==> config.mk <==
export PLATFORM = sky130hd
export DESIGN_NAME = nrisc_idata_loader
export DESIGN_NICKNAME = d
export VERILOG_FILES = /design/src/rtl/nrisc_idata_loader.sv
export SDC_FILE = /design/constraint.sdc
export NUM_CORES = 1
export LEC_CHECK = 0
export CAP_MARGIN = 20
export CORE_ASPECT_RATIO = 1.2
export CORE_UTILIZATION = 45
export CTS_BUF_LIST = sky130_fd_sc_hd__clkbuf_8
export DETAILED_ROUTE_END_ITERATION = 12
export PLACE_DENSITY = 0.65
export SLEW_MARGIN = 20
export SYNTH_ARGS = -nofsm -noshare
export SYNTH_HDL_FRONTEND = slang
export SYNTH_SLANG_ARGS = --single-unit
==> constraint.sdc <==
create_clock -name clk -period 3 [get_ports clk]
set_input_delay 0.3 -clock clk [delete_from_list [all_inputs] [get_ports clk]]
set_output_delay 0.3 -clock clk [all_outputs]
set_load 0.03 [all_outputs]
==> src/rtl/nrisc_idata_loader.sv <==
// nrisc_idata_loader: assembles a framed host byte stream into 16-bit words and writes them to I-Data.
module nrisc_idata_loader #(
  parameter int          PROG_AW     = 10,
  parameter logic [7:0]  SYNC_BYTE   = 8'hA5,
  parameter int          TIMEOUT_CYC = 65535
) (
  input  logic               clk,
  input  logic               rst,
  input  logic [7:0]         rx_data,
  input  logic               rx_valid,
  output logic               rx_ready,
  output logic [15:0]        IDATA_PROG_data,
  output logic [PROG_AW-1:0] IDATA_PROG_addr,
  output logic               IDATA_PROG_write,
  output logic               core_hold,
  output logic               load_done,
  output logic               load_err,
  output logic [1:0]         err_code
);
  localparam int TW = $clog2(TIMEOUT_CYC + 1);
  localparam logic [16:0] MAX_LEN = 17'(1) << PROG_AW;
  typedef enum logic [2:0] {S_IDLE, S_LEN_H, S_LEN_L, S_DATA_H, S_DATA_L, S_CHK, S_DONE, S_ERR} state_t;
  state_t state, nxt;
  logic [7:0] len_h, hbyte, sum;
  logic [15:0] len, len_in;
  logic [PROG_AW:0] cnt;
  logic [TW-1:0] idle;
  logic acc, active, tmo, over, last;
  logic [1:0] ecode;
  assign rx_ready = ~IDATA_PROG_write;
  assign acc = rx_valid & rx_ready;
  assign active = state inside {S_LEN_H, S_LEN_L, S_DATA_H, S_DATA_L, S_CHK};
  assign tmo = active & ~acc & (idle == TW'(TIMEOUT_CYC - 1));
  assign len_in = {len_h, rx_data};
  assign over = {1'b0, len_in} > MAX_LEN;
  assign last = 16'(cnt) + 16'd1 == len;
  assign ecode = tmo ? 2'b01 : state == S_LEN_L ? 2'b10 : 2'b11;
  always_comb begin
    nxt = state;
    if (tmo) nxt = S_ERR;
    else if (acc)
      case (state)
        S_IDLE, S_DONE, S_ERR: nxt = rx_data == SYNC_BYTE ? S_LEN_H : state;
        S_LEN_H:  nxt = S_LEN_L;
        S_LEN_L:  nxt = over ? S_ERR : len_in == 16'd0 ? S_CHK : S_DATA_H;
        S_DATA_H: nxt = S_DATA_L;
        S_DATA_L: nxt = last ? S_CHK : S_DATA_H;
        S_CHK:    nxt = rx_data == sum ? S_DONE : S_ERR;
        default:  nxt = S_IDLE;
      endcase
  end
  always_ff @(posedge clk or negedge rst) begin
    if (!rst) begin
      state <= S_IDLE;
      len_h <= '0;
      hbyte <= '0;
      sum <= '0;
      len <= '0;
      cnt <= '0;
      idle <= '0;
      IDATA_PROG_data <= '0;
      IDATA_PROG_addr <= '0;
      IDATA_PROG_write <= 1'b0;
      core_hold <= 1'b0;
      load_done <= 1'b0;
      load_err <= 1'b0;
      err_code <= '0;
    end else begin
      state <= nxt;
      IDATA_PROG_write <= 1'b0;
      idle <= (!active || acc) ? '0 : idle + TW'(1);
      if (acc)
        case (state)
          S_IDLE, S_DONE, S_ERR:
            if (rx_data == SYNC_BYTE) begin
              load_done <= 1'b0;
              load_err <= 1'b0;
              err_code <= '0;
              cnt <= '0;
              sum <= '0;
              len <= '0;
              core_hold <= 1'b1;
            end
          S_LEN_H: len_h <= rx_data;
          S_LEN_L: len <= len_in;
          S_DATA_H: begin
            hbyte <= rx_data;
            sum <= sum + rx_data;
          end
          S_DATA_L: begin
            IDATA_PROG_data <= {hbyte, rx_data};
            IDATA_PROG_addr <= cnt[PROG_AW-1:0];
            IDATA_PROG_write <= 1'b1;
            cnt <= cnt + (PROG_AW + 1)'(1);
            sum <= sum + rx_data;
          end
          default: ;
        endcase
      if (nxt == S_ERR && state != S_ERR) begin
        load_err <= 1'b1;
        err_code <= ecode;
      end
      if (nxt == S_DONE && state != S_DONE) begin
        load_done <= 1'b1;
        core_hold <= 1'b0;
      end
    end
  end
endmodule
==> impl_metrics.py, run 1 <==
metrics = {
    "status": {
        "status": "finished clean",
    },
    "detailed_routing": {
        "post_drt_wl_per_cell_microns": 15.4,
        "route.vias.total": 3979,
        "drtIter0Drc": 211,
        "detail-route-antenna-nets": 0,
        "dr.pass1.iters": 5,
        "routed_wl_microns": 11300,
        "viasPerCell": 5.42,
        "drc_errors": 0,
    },
    "clock_tree": {
        "cts_root_buf": "clkbuf_8",
        "cts-buffers-inserted": 9,
        "path_clk_slew_ns": 0.10,
        "cts_htree_levels": 3,
        "cts_tree": "built",
        "cts_sinks": 102,
        "cts_buffer_depth": 2,
        "clock_latency_ns": 0.40,
    },
    "worst_setup_path": {
        "required_ns": 3.31,
        "cp_data_arrival_time_ns": 3.14,
        "cp_max_fo": 6,
        "r2r_start": "cnt[1]",
        "critPathBufInv": 1,
        "critPathTopFamily": "compound AO/OA/AOI/OAI gates",
        "slowest_delay_ns": 0.49,
        "rr_endpoint": "err_code[1]",
        "r2r_cells": 10,
        "reg2reg_slack_ns": 0.17,
        "startpoint_type": "flip-flop",
        "crit_path_cell_trace": "ha_1 -> nand3_1 -> o21a_1 -> or2_2 -> o311a_1 -> a2111oi_2 -> o22a_2 -> buf_4 -> nand3_2 -> mux2i_1",
        "crit_type": "reg -> reg",
        "critical_path.endpoint_type": "flip-flop",
        "cpMaxStageDelayCell": "dfrtp_1",
    },
    "cells_and_area": {
        "syn_to_final_growth_pct": 18.1,
        "diodes": 0,
        "final_nets": 619,
        "drive_above_1_share_pct": 11.6,
        "utilization_pct": 54.4,
    },
    "pwr": {
        "pwr_density_cell_nw_per_um2": 876,
        "p_leak_nw": 2.74,
        "irDropWorstVdd_mv": 0.423,
    },
    "placement": {
        "gp_congestion": 0.838,
        "portBuffers": 43,
        "hpwl_microns": 7900,
    },
    "global_routing": {
        "antenna_found_initial": 0,
        "grt_usage_pct": 20.9,
        "grt_max_degree": 47,
        "grt_pass1_wl_microns": 19200,
        "grt_overflow": 0,
        "grt_pass1_vias": 3941,
    },
    "timing": {
        "hold_ws_ns": 0.456,
        "finClkSkew_ns": 0.0108,
        "maxSlewViolCount": 0,
        "rsz0062_at_grt": "false",
        "fin_crit_ns": 2.83,
        "worst_slew_margin_rel_pct": 44.6,
        "max_freq_mhz": 354,
        "worst_pin_slew_ns": 0.832,
        "finalCritPeriodShare_pct": 94.2,
        "hold_viol_final": 0,
        "setup_viol_count_final": 0,
    },
    "floorplanning": {
        "die_area_sq_um": 11700,
        "die_h_microns": 118,
        "floorplan.io_pins": 44,
        "core_sq_um": 11000,
        "start_util_pct": 46.1,
        "row_count": 42,
        "die_w_microns": 99.1,
    },
    "synthesis": {
        "synth_top_cells_by_count": "145 x nand2_1, 102 x dfrtp_1, 36 x o21ai_0",
        "netlist_instances": 544,
        "syn_avg_cell_area_sq_um": 9.35,
        "synth-edff-count": 0,
        "synth_cell_types": 56,
        "seq_area_frac_synth_pct": 50.2,
        "synth.area.top_cells": "dfrtp_1 50%, nand2_1 11%, xor2_1 3.8%",
        "synth_fp_nets": 566,
        "yosys.area.top_type_share_pct": 50.2,
        "ys_ff_latch": 102,
        "synth_most_common_cell": "nand2_1",
        "synth_warnings": 0,
        "synthFlopType": "dfrtp_1",
        "synth_top_cell_by_area": "dfrtp_1",
        "async_flop_share_pct": 100,
        "synth_area_sq_um": 5090,
    },
    "flow_run": {
        "max_cap_viol_count": 0,
    },
    "min_path": {
        "hold_class": "in -> async",
    },
}
-- area by class of cell --
class                      instances  area, sq um
sequential                       102         2550
timing repair buffer              71          666
tap                              132          165
clock buffer                       9          124
inverter                          13         48.8
multi-input combinational        400         2320
clock inverter                     7          128
fill                            1000         5030
-- cells in the final DEF, fill, tap and decap left out, drive strengths merged, types with 2 or more instances in the layout --
cell and n:
and4 3, xnor2 12, a21o 5, nor2 32
o31ai 4, a21oi 9, and3 3, a31oi 6
nor4 8, or3 4, o21ai 37, or4 2
and2 4, bufinv 3, nor3 13, o311a 2
dfrtp 102, a2111oi 3, or2 3, nand2 145
o21a 4, nor2b 3, ha 10, mux2i 3
nand3 19, buf 28, clkinv 2, inv 15
clkdlybuf4s50 42, mux2 15, xor2 22, clkbuf 9
o41ai 3, nand4 9, nand2b 5
-- worst register-to-register path: stages (launching register included) --
cell and delay (ns):
dfrtp_1 0.49, ha_1 0.30, nand3_1 0.16, o21a_1 0.23, or2_2 0.29, o311a_1 0.34, a2111oi_2 0.32, o22a_2 0.21
buf_4 0.11, nand3_2 0.11, mux2i_1 0.20
-- cells by family (layout without fill, tap and decap cells) --
group,count (synthesis),in the layout,share of synthesized area (%)
buffers and inverters,42,100,4.13
AND/OR/NAND/NOR,256,256,22.8
AO/OA/AOI/OAI,81,81,10.3
multiplexers,18,18,3.91
adder cells (fa/ha/maj),11,11,2.85
flip-flops,102,102,50.2
XOR/XNOR,34,34,5.85
-- worst max-delay path by stage --
stage | slack [ns] | endpoint | from | cells after the start
floorplan | 0.50 | load_done | cnt[0] | 9
global placement | 0.03 | load_done | rx_data[1] | 9
detailed placement | -0.004 | err_code[1] | rx_data[4] | 10
CTS | 0.19 | err_code[1] | cnt[1] | 10
global route | 0.04 | err_code[1] | cnt[1] | 10
finish | 0.17 | err_code[1] | cnt[1] | 10
-- registers in the layout (all words and copies together) (netlist names), 2 cells and up --
register,flops
IDATA_PROG_data,16
sum,8
state,3
err_code,2
len_h,8
IDATA_PROG_addr,10
len,16
cnt,11
idle,16
hbyte,8
-- report_power, final --
part | internal (mW) | switching, mW
logic | 0.890 | 1.11
registers | 1.81 | 0.370
clock network | 0.567 | 0.519
-- repair_timing --
action	CTS	global route
gates resized for setup	0	0
setup buffers	0	0
hold buffers	1	0
endpoints found under the hold margin	44	0
-- per-layer routing --
metal  GRT usage, %  wire, microns  vias to the layer above
met4           9.28            246                        0
met1           27.4           5040                     1936
li1               -              -                     1957
met2           34.4           5670                       72
met5              0              0                        -
met3           3.31            363                       14
-- stage by stage --
step	instance area [sq um]	setup TNS (ns)	instances	worst slack [ns]	total power [mW]
global route	6010	0	734	0.0440	5.61
floorplan	5090	0	544	0.497	3.50
detailed placement	5750	-0.00378	717	-0.00378	4.21
global placement	5750	0	717	0.0317	4.16
CTS	6010	0	734	0.187	5.30
finish	6010	0	734	0.173	5.26
(Power assumes the default switching activity.)
==> run 2: changes to the inputs <==
- CTS_CLUSTER_SIZE: default -> 25
==> results of run 2 <==
No change in the layout: final DEF, timing and power equal those of run 1.
==> run 3: changes to the inputs <==
- CELL_PAD_IN_SITES_DETAIL_PLACEMENT: default -> 1
- CELL_PAD_IN_SITES_GLOBAL_PLACEMENT: default -> 1
- CORE_UTILIZATION: 45 -> 46
- PLACE_DENSITY: 0.65 -> 0.82
- SETUP_SLACK_MARGIN: default -> 0.15
==> impl_metrics.py, run 3 (synthesis gave the netlist of run 1 again) <==
metrics = {
    "worst_setup_path": {
        "required_ns": 3.27,
        "crit_type": "reg -> reg",
        "cp_data_arrival_time_ns": 3.05,
        "cp_max_fo": 5,
        "r2r_start": "cnt[0]",
        "rr_endpoint": "load_done",
        "startpoint_type": "flip-flop",
        "r2r_cells": 9,
        "reg2reg_slack_ns": 0.22,
        "critical_path.endpoint_type": "flip-flop",
        "crit_start": "cnt[0]",
    },
    "timing": {
        "rsz0062_at_grt": "true",
        "worst_slew_margin_rel_pct": 49.5,
        "hold_ws_ns": -0.00529,
        "finClkSkew_ns": 0.00836,
        "max_freq_mhz": 360,
        "finalCritPeriodShare_pct": 92.6,
        "fin_crit_ns": 2.78,
        "maxSlewViolCount": 0,
        "worst_pin_slew_ns": 0.758,
        "setup_viol_count_final": 0,
        "hold_viol_final": 10,
        "setup_slack_ns": 0.222,
    },
    "cells_and_area": {
        "layout.cells.most_common_list": "145 x nand2_1, 101 x dfrtp_1, 42 x clkdlybuf4s50_1",
        "drive_above_1_share_pct": 12.5,
        "final_common_cell": "nand2_1",
        "top_regs": "IDATA_PROG_data (16), idle (16), len (16)",
        "final_area_sq_um": 5970,
        "final_nets": 624,
        "syn_to_final_growth_pct": 17.3,
        "nFillCells": 1238,
        "diodes": 0,
    },
    "clock_tree": {
        "cts_hold_buffers": 0,
        "cts.repair.resized": 0,
        "cts_htree_levels": 3,
        "cts_setup_buffers": 0,
        "cts_root_buf": "clkbuf_8",
        "clock_latency_ns": 0.37,
        "cts-buffers-inserted": 9,
        "cts_tree": "built",
        "cts_sinks": 102,
        "cts_buffer_depth": 2,
        "path_clk_slew_ns": 0.10,
    },
    "pwr": {
        "pwr-share-seq_pct": 42.5,
        "switching_share_pct": 41.0,
        "pwr_density_cell_nw_per_um2": 863,
        "power_frac_clock_pct": 16.2,
        "comb_power_share_pct": 41.3,
        "p_total_mw": 5.15,
        "irDropWorstVdd_mv": 0.433,
        "power.internal_mw": 3.04,
        "switchingPower_mw": 2.11,
        "p_leak_nw": 2.73,
    },
    "detailed_routing": {
        "post_drt_wl_per_cell_microns": 18.0,
        "drtIter0Drc": 225,
        "viasPerCell": 5.70,
        "dr.pass1.iters": 8,
        "route.vias.total": 4194,
        "routed_wl_microns": 13200,
        "drc_errors": 2,
        "detail-route-antenna-nets": 0,
    },
    "global_routing": {
        "grt_overflow": 0,
        "grt_pass1_vias": 4447,
        "grt_max_degree": 56,
        "grt_usage_pct": 24.8,
        "grt_pass1_wl_microns": 22200,
        "antenna_found_initial": 0,
    },
    "floorplanning": {
        "floorplan.io_pins": 44,
        "core_sq_um": 10600,
        "die_h_microns": 117,
        "start_util_pct": 47.9,
        "die_area_sq_um": 11500,
        "die_w_microns": 98,
        "row_count": 41,
    },
    "placement": {
        "post-place-ws_ns": -0.0322,
        "gp_congestion": 0.873,
        "placed_cell_area_sq_um": 5790,
        "hpwl_microns": 9450,
        "portBuffers": 43,
    },
    "flow_run": {
        "max_cap_viol_count": 0,
    },
    "status": {
        "violations": "DRC, hold timing",
        "status": "finished, violations left",
    },
    "min_path": {
        "hold_class": "in -> async",
    },
}
run 3: cell count changes in the layout (fill, tap and decap cells not counted), sizes merged:
| cell | change |
|---|---|
| bufinv | -3 |
| clkinvlp | +1 |
| dlygate4sd3 | -1 |
| buf | +6 |
| inv | +2 |
run 3: area by class of cell:
| cell class | instances | area (sq um) | area share, % |
|---|---|---|---|
| well taps | 129 | 161 | 2.70 |
| clock buffers | 9 | 124 | 2.08 |
| multi-input cells | 400 | 2320 | 38.9 |
| repair buffers | 76 | 701 | 11.7 |
| inverters | 13 | 48.8 | 0.817 |
| flip-flops and latches | 102 | 2550 | 42.8 |
| clock inverters | 7 | 56.3 | 0.943 |
run 3: metrics by stage:
step	util (%)	setup TNS (ns)	std cells	hold WS, ns
3_5_place_dp	54.5	-0.0482	720	0.417
6_report	56.2	0	736	-0.00529
5_1_grt	56.2	0	736	0.0481
4_1_cts	56.2	0	736	0.00871
2_1_floorplan	-	0	544	0.00441
3_3_place_gp	54.5	0	720	0.410
run 3: how the worst max path moves through the flow:
stage	endpoint	slack [ns]	cells after the start
final	load_done	0.22	9
after global routing	err_code[0]	0.12	10
after CTS	load_done	0.25	9
after detailed placement	err_code[0]	-0.03	10
after global placement	load_done	0.02	9
after floorplan	load_done	0.50	9
run 3: worst max-delay path, cell delays in order, from the launching register on:
cell,delay [ns]
dfrtp_1,0.41
ha_1,0.28
and3_1,0.25
xnor2_1,0.14
nor4_1,0.30
nand3_1,0.23
a2111oi_2,0.50
o21ai_2,0.15
and2_4,0.17
a32o_1,0.23
run 3: power groups by stage:
stage               Sequential (mW)  Clock [mW]  Combinational, mW
detailed placement             2.22           0               2.12
global route                   2.25       0.893               2.33
floorplan                      2.36           0               1.14
CTS                            2.19       0.860               2.14
global placement               2.18           0               2.01
finish                         2.19       0.834               2.12
run 3: routing by layer:
layer	up-vias	share of wire (%)	GRT usage [%]
li1	1962	-	-
met1	2145	43	30.1
met2	69	53	45.0
met3	18	2.2	3.62
met4	0	1.9	9.09
met5	-	0	0
